### src/rtl/clk_tick_sched_if.sv
// Configuration write port of the tick scheduler: one valid/ready transfer carries
// a channel index, a period and an enable.
interface clk_tick_sched_if #(
    parameter int CNT_W = 17
);
    logic             cfg_valid;
    logic             cfg_ready;
    logic [1:0]       cfg_ch;
    logic [CNT_W-1:0] cfg_period;
    logic             cfg_en;

    modport master (
        output cfg_valid,
        output cfg_ch,
        output cfg_period,
        output cfg_en,
        input  cfg_ready
    );

    modport slave (
        input  cfg_valid,
        input  cfg_ch,
        input  cfg_period,
        input  cfg_en,
        output cfg_ready
    );
endinterface

### src/rtl/clk_tick_sched.sv
// Multi-channel periodic clock-enable generator sharing one prescaler; config writes
// land only on a base tick. Optional macro TICK_SCHED_PHASE_ALIGN_EN re-phases all channels on apply.
module clk_tick_sched #(
    parameter int N_CH     = 4,
    parameter int CNT_W    = 17,
    parameter int PRESCALE = 2
) (
    input  logic            clk,
    input  logic            rst,
    clk_tick_sched_if.slave cfg,
    output logic [N_CH-1:0] tick_out,
    output logic            busy
);

    localparam int PRE_W = (PRESCALE > 1) ? $clog2(PRESCALE) : 1;

    typedef enum logic [1:0] {
        RESET,
        RUN,
        PEND
    } state_t;

    state_t           r_state;
    logic [PRE_W-1:0] r_pre_cnt;
    logic             r_cfg_ready;
    logic             r_busy;
    logic [1:0]       r_hold_ch;
    logic [CNT_W-1:0] r_hold_period;
    logic             r_hold_en;
    logic [CNT_W-1:0] r_period [N_CH];
    logic [CNT_W-1:0] r_cnt    [N_CH];
    logic [N_CH-1:0]  r_en;
    logic [N_CH-1:0]  r_tick;

    logic             w_base_tick;
    logic             w_apply;
    logic             w_hold_in_range;

    assign w_base_tick     = (r_pre_cnt == PRE_W'(PRESCALE - 1));
    assign w_apply         = (r_state == PEND) && w_base_tick;
    assign w_hold_in_range = (32'(r_hold_ch) < 32'(N_CH));

    assign cfg.cfg_ready = r_cfg_ready;
    assign busy          = r_busy;
    assign tick_out      = r_tick;

    always_ff @(posedge clk) begin
        if (rst) begin
            r_pre_cnt <= '0;
        end else if (w_base_tick) begin
            r_pre_cnt <= '0;
        end else begin
            r_pre_cnt <= r_pre_cnt + 1'b1;
        end
    end

    // A write is captured once, then waits in PEND for the next prescaler boundary.
    always_ff @(posedge clk) begin
        if (rst) begin
            r_state       <= RESET;
            r_cfg_ready   <= 1'b0;
            r_busy        <= 1'b0;
            r_hold_ch     <= '0;
            r_hold_period <= '0;
            r_hold_en     <= 1'b0;
        end else begin
            case (r_state)
                RESET: begin
                    r_state     <= RUN;
                    r_cfg_ready <= 1'b1;
                end
                RUN: begin
                    if (cfg.cfg_valid && r_cfg_ready) begin
                        r_hold_ch     <= cfg.cfg_ch;
                        r_hold_period <= cfg.cfg_period;
                        r_hold_en     <= cfg.cfg_en;
                        r_state       <= PEND;
                        r_cfg_ready   <= 1'b0;
                        r_busy        <= 1'b1;
                    end
                end
                PEND: begin
                    if (w_base_tick) begin
                        r_state     <= RUN;
                        r_cfg_ready <= 1'b1;
                        r_busy      <= 1'b0;
                    end
                end
                default: begin
                    r_state     <= RESET;
                    r_cfg_ready <= 1'b0;
                    r_busy      <= 1'b0;
                end
            endcase
        end
    end

    // The apply target is reloaded instead of counted, so its old phase never leaks a short tick.
    always_ff @(posedge clk) begin
        if (rst) begin
            for (int i = 0; i < N_CH; i++) begin
                r_period[i] <= '0;
                r_cnt[i]    <= '0;
            end
            r_en   <= '0;
            r_tick <= '0;
        end else begin
            r_tick <= '0;
            for (int i = 0; i < N_CH; i++) begin
                if (w_apply && w_hold_in_range && (r_hold_ch == 2'(i))) begin
                    r_period[i] <= r_hold_period;
                    r_en[i]     <= r_hold_en;
                    r_cnt[i]    <= '0;
                end else if (!r_en[i] || (r_period[i] == '0)) begin
                    r_cnt[i] <= '0;
`ifdef TICK_SCHED_PHASE_ALIGN_EN
                end else if (w_apply && w_hold_in_range) begin
                    r_cnt[i] <= '0;
`endif
                end else if (w_base_tick) begin
                    if (r_cnt[i] == (r_period[i] - 1'b1)) begin
                        r_cnt[i]  <= '0;
                        r_tick[i] <= 1'b1;
                    end else begin
                        r_cnt[i] <= r_cnt[i] + 1'b1;
                    end
                end
            end
        end
    end

endmodule

### src/flat_wrapper.sv
// flat-port wrapper written by rule: the top's interface ports become plain ports
module clk_tick_sched_flat 
#(
    parameter int N_CH     = 4,
    parameter int CNT_W    = 17,
    parameter int PRESCALE = 2
)
  (clk, rst, tick_out, busy, cfg_cfg_valid, cfg_cfg_ch, cfg_cfg_period, cfg_cfg_en, cfg_cfg_ready);
  clk_tick_sched_if #(.CNT_W(CNT_W)) cfg_i ();
  input  logic clk;
  input  logic rst;
  output logic [N_CH-1:0] tick_out;
  output logic busy;
  input wire logic [$bits(cfg_i.cfg_valid)-1:0] cfg_cfg_valid;
  input wire logic [$bits(cfg_i.cfg_ch)-1:0] cfg_cfg_ch;
  input wire logic [$bits(cfg_i.cfg_period)-1:0] cfg_cfg_period;
  input wire logic [$bits(cfg_i.cfg_en)-1:0] cfg_cfg_en;
  output wire logic [$bits(cfg_i.cfg_ready)-1:0] cfg_cfg_ready;
  assign cfg_i.cfg_valid = cfg_cfg_valid;
  assign cfg_i.cfg_ch = cfg_cfg_ch;
  assign cfg_i.cfg_period = cfg_cfg_period;
  assign cfg_i.cfg_en = cfg_cfg_en;
  assign cfg_cfg_ready = cfg_i.cfg_ready;
  clk_tick_sched #(.N_CH(N_CH), .CNT_W(CNT_W), .PRESCALE(PRESCALE)) u_core (.clk(clk), .rst(rst), .cfg(cfg_i), .tick_out(tick_out), .busy(busy));
endmodule
### config.mk
export PLATFORM = sky130hd
export DESIGN_NAME = clk_tick_sched_flat
export DESIGN_NICKNAME = d
export VERILOG_FILES = /design/src/rtl/clk_tick_sched_if.sv /design/src/rtl/clk_tick_sched.sv /design/src/flat_wrapper.sv
export SDC_FILE = /design/constraint.sdc
export NUM_CORES = 1
export LEC_CHECK = 0
export ABC_AREA = 1
export BUFFER_PORTS_ARGS = -buffer_cell sky130_fd_sc_hd__buf_2
export CORE_MARGIN = 2
export CORE_UTILIZATION = 53
export DETAILED_ROUTE_END_ITERATION = 7
export PLACE_DENSITY = 0.68
export RECOVER_POWER = 100
export SLEW_MARGIN = 30
export SYNTH_ARGS = -nofsm -noshare
export SYNTH_HDL_FRONTEND = slang
export SYNTH_SLANG_ARGS = --single-unit
### constraint.sdc
create_clock -name clk -period 3.08 [get_ports clk]
set_clock_uncertainty 0.2 [all_clocks]
set_input_delay 0.462 -clock clk [delete_from_list [all_inputs] [get_ports clk]]
set_output_delay 0.462 -clock clk [all_outputs]
set_load 0.05 [all_outputs]
=== Word-level counts from Yosys, hierarchy flattened ===
Memory sizes are Yosys's and may differ from the RTL's.
Cells that the tools add are included.
Widths: inputs -> output; s select.

* Multiplexer cells: 107
* Add/subtract/negate cells: 9
* Equal/unequal tests: 11
* Shifts and indexed selects: 0
* Bitwise logic cells: 21
* $lt $le $gt $ge: 0
* Reductions and logical operators: 24
* Multipliers: 0
* Div/mod/pow operators: 0

{| class="wikitable"
|+ Operators with widths
! kind !! count
|-
| $mux 17 || 20
|-
| $mux 1 || 82
|-
| $add 17x1->17 const B || 4
|-
| $eq 17x17->1 || 4
|-
| $logic_not 17->1 || 4
|-
| $sub 17x1->17 const B || 4
|-
| $or 1x1->1 || 20
|-
| $eq 2x2->1 const B || 3
|-
| $logic_and 1x1->1 || 6
|-
| $pmux 1 s3 || 2
|-
| $pmux 2 s3 || 1
|-
| $eq 2x1->1 const B || 2
|-
| $logic_not 1->1 || 4
|-
| $logic_not 2->1 || 2
|-
| $logic_or 1x1->1 || 4
|-
| $mux 2 || 2
|-
| $ne 2x1->1 const B || 2
|-
| $reduce_and 2->1 || 2
|-
| $reduce_and 3->1 || 1
|-
| $reduce_or 2->1 || 1
|-
| $add 1x1->1 const B || 1
|-
| $not 1->1 || 1
|}

* Logic and storage cells: 186
* Input port bits: 23
* Memory bits (writable): 136
* Output and inout bits: 6
* Memories: 2
* Flip-flop bits (word level): 33
* Latch bits: 0
* Memory bits (read-only): 0

{| class="wikitable"
|+ Memories
! memory !! words !! width !! read ports !! clocked after Yosys merged registers in !! write ports !! line !! text
|-
| u_core.r_cnt || 4 || 17 || 4 || 0 || 4 || clk_tick_sched.sv:31 || <nowiki>logic [CNT_W-1:0] r_cnt [N_CH];</nowiki>
|-
| u_core.r_period || 4 || 17 || 4 || 0 || 4 || clk_tick_sched.sv:30 || <nowiki>logic [CNT_W-1:0] r_period [N_CH];</nowiki>
|}

=== Depth between registers and ports, before layout ===
An unclocked memory read counts as a cell.

* Depth in word-level cells: 11
* Depth in mapped cells: 16
* Gate-level depth less buffers: 15

=== Least setup slack after synthesis ===
No wires, ideal clock.

* Kind: register -> register
* Start point: reg u_core.r_state[0]
* End point: mem u_core.r_cnt[2][0], enable pin
* Library setup time: 0.425 ns
* Buffers on the path: 0
* Stages on the path, launching flop included: 7
* Data required time: 2.455 ns
* Arrival time: 1.963 ns
* Period minus slack after synthesis: 2.588 ns
* Setup slack: 0.492 ns
* Cell sequence: dfxtp_1 inv_1 nand3_1 nor3_1 or2_2 nor2_1 nand3_1

{| class="wikitable"
|+ RTL lines
! what !! line !! text
|-
| start, declared || clk_tick_sched.sv:23 || <nowiki>state_t r_state;</nowiki>
|-
| start signal, assigned || clk_tick_sched.sv:60 || <nowiki>r_state <= RESET;</nowiki>
|-
| start signal, assigned || clk_tick_sched.sv:69 || <nowiki>r_state <= RUN;</nowiki>
|-
| start signal, assigned || clk_tick_sched.sv:77 || <nowiki>r_state <= PEND;</nowiki>
|-
| end, declared || clk_tick_sched.sv:31 ||
|}

==> flow_metrics.tcl <==
set metrics [dict create \
    cts_setup_buffers 0 \
    ff2ff_setup_slack_ps 360 \
    final_hold_viol_count 0 \
    die_w_um 141 \
    cts.repair.resized 0 \
    yosysSeqAreaShare 0.472 \
    io_buffers 28 \
    die_y_um 141 \
    worst_pin_slew_ps 1490 \
    power.leakage_uw 0.00451 \
    setup_viol 0 \
    clk_pin_slew_ps 60 \
    most-common-layout-cells "293 x nor2_1, 277 x nand2_1, 182 x inv_1, 136 x edfxtp_1, 83 x nand3_1" \
    totalWireLength_mm 21.3 \
    syn_area_um2 10000 \
    arrival_ps 2690 \
    run_status "finished clean" \
    clk-insertion-delay-late_ps 430 \
    tns_ps 0 \
    clockRootBuffer "clkbuf_16" \
    fillCellCount 1720 \
    drt-pass1-iter-count 5 \
    synth_flop_cell "edfxtp_1" \
    clockBufferDepth 2 \
    yosysTopAreaCell "edfxtp_1" \
    drive_above_1_share 0.0534 \
    layout_worst_path_cycle_share 0.884 \
    dp.cells 1532 \
    die-area_um2 20000 \
    grt_use_total 0.220 \
    final_common_cell "nor2_1" \
    maxSlewViolCount 0 \
    fin_crit_ps 2720 \
    postRouteAntennaNets 0 \
    syn_to_final_growth_pct 8.91 \
    maxSlewHeadroom 0.00500 \
    worstSetupStartpoint "u_core.r_period[2][0]$_SDFFCE_PN0P_" \
    max_freq_mhz 367 \
    gp_congestion 0.881 \
    grt_max_degree 42 \
    ys_types 31 \
    final_nets 1351 \
    cts_tree "done" \
    core_um2 18600 \
    drc 0 \
    drt_iter0_drc 598 \
    clock_sinks 168 \
    row_count 50 \
    stdcell_count 1564 \
    syn_nets 1315 \
    num_antenna_cells 0 \
    worstSetupPathType "register to register" \
    synth-seq-cells 168 \
    grt_pass1_vias 7300 \
    hp-start "rst" \
    synth-edff-count 136 \
    wire_per_inst_um 13.6 \
    final_util 0.585 \
    htreeDepth 4 \
    reg2regPathDepth 12 \
    cts_buffers 17 \
    async_flop_share 0 \
    rsz0062_at_grt "false" \
    worstPathRequired_ps 3050 \
    vias 7902 \
    ir_drop_mv 0.378 \
    hp-class "primary input to register" \
    p_per_area_nw_per_um2 450 \
    boundaryPins 29 \
    crit_end "u_core.r_cnt[2][15]$_SDFFCE_PN0P_" \
    synthCells 1281 \
    yosysWarnings 0 \
    grt_pass1_wl_mm 35.3 \
    cp-start-kind "register" \
    avgSynthCellArea_um2 7.81 \
    rr_startpoint "u_core.r_period[2][0]$_SDFFCE_PN0P_" \
    ctsHoldBuffers 0 \
    cap_violations 0 \
    initial_core_util 0.537 \
    rr_endpoint "u_core.r_cnt[2][15]$_SDFFCE_PN0P_" \
    dpl.hpwl_mm 15.7 \
    vias_per_cell 5.05 \
    whs_path_depth 2 \
    synth_area_leaders "edfxtp_1 41%, nor2_1 11%, nand2_1 10%" \
    antenna_found_initial 0 \
    grt-ovfl-total 0 \
    cp_max_fo 17 \
    yosysTopAreaCellShare 0.408 \
    setup.worst_path.end_class "register" \
]
## cells in the mapped netlist (16+ instances only)
cell type and count:
nor2_1 292, nor3_1 16, o21ai_0 38, nand2_1 275, nand3_1 83, a21oi_1 25
inv_1 182, xnor2_1 38, xor2_1 74, edfxtp_1 136, dfxtp_1 32
## sequential cells by signal, indices dropped and copies added (netlist names)
signal,cells
u_core.r_hold_period,17
u_core.r_cnt,68
u_core.tick_out,4
u_core.r_pre_cnt,1
u_core.r_hold_en,1
u_core.r_state,2
u_core.r_en,4
u_core.busy,1
u_core.r_hold_ch,2
u_core.r_period,68
## metal layers
layer | global-route usage | vias up | share of wire
met3 | 0.0364 | 26 | 0.045
met5 | 0 | - | 0
met1 | 0.309 | 3610 | 0.48
li1 | - | 4114 | -
met4 | 0.0605 | 0 | 0.015
met2 | 0.356 | 152 | 0.46
## worst min path at each step
stage	endpoint	slack [ps]
3_5_place_dp	u_core.busy$_SDFFE_PP0P_	280
5_1_grt	u_core.r_pre_cnt$_SDFF_PP0_	110
6_report	u_core.r_pre_cnt$_SDFF_PP0_	90
3_3_place_gp	u_core.r_en[3]$_SDFFE_PP0P_	270
4_1_cts	u_core.r_pre_cnt$_SDFF_PP0_	30
2_1_floorplan	u_core.r_en[0]$_SDFFE_PP0P_	260
## critical path, stage by stage, from the launching register on
cell and delay (ps):
edfxtp_1 420, inv_1 120, ha_1 240, nand2_2 100, nor2_1 400, xor2_1 280, nand2_1 80, inv_1 50
nand2_1 60, nor2_1 100, nand2_1 70, nand2_2 260, nor2_1 70
## kinds of logic after synthesis
logic type	count (synthesis)	share of synthesized area
flops	168	0.472
fa+ha+maj	11	0.0138
xor+xnor	112	0.0980
simple gates	724	0.303
buf+inv	200	0.0785
compound gates	66	0.0346
## where the power goes
group	total [uW]	internal, uW	switching (uW)
combinational	336	102	234
clock	2030	1160	870
sequential	2540	2490	46.2
## layout make-up
class / instances / area, um^2 / area share
timing repair buffer: 35 / 163 / 0.0149
sequential: 168 / 4720 / 0.433
clock inverter: 7 / 40.0 / 0.00367
inverter: 182 / 683 / 0.0627
clock buffer: 25 / 517 / 0.0474
tap: 234 / 293 / 0.0269
multi-input combinational: 913 / 4480 / 0.411
## through the flow
stage / area, um^2 / total power, uW / hold WS (ps) / setup WS [ps]
after floorplan: 10000 / 2810 / 256 / 492
after global placement: 10400 / 2910 / 274 / 588
after detailed placement: 10400 / 2920 / 284 / 522
after CTS: 10900 / 4930 / 32.2 / 528
after global routing: 10900 / 5080 / 112 / 155
final: 10900 / 4910 / 93.6 / 357
No activity file was read; power rests on OpenSTA's default activity.
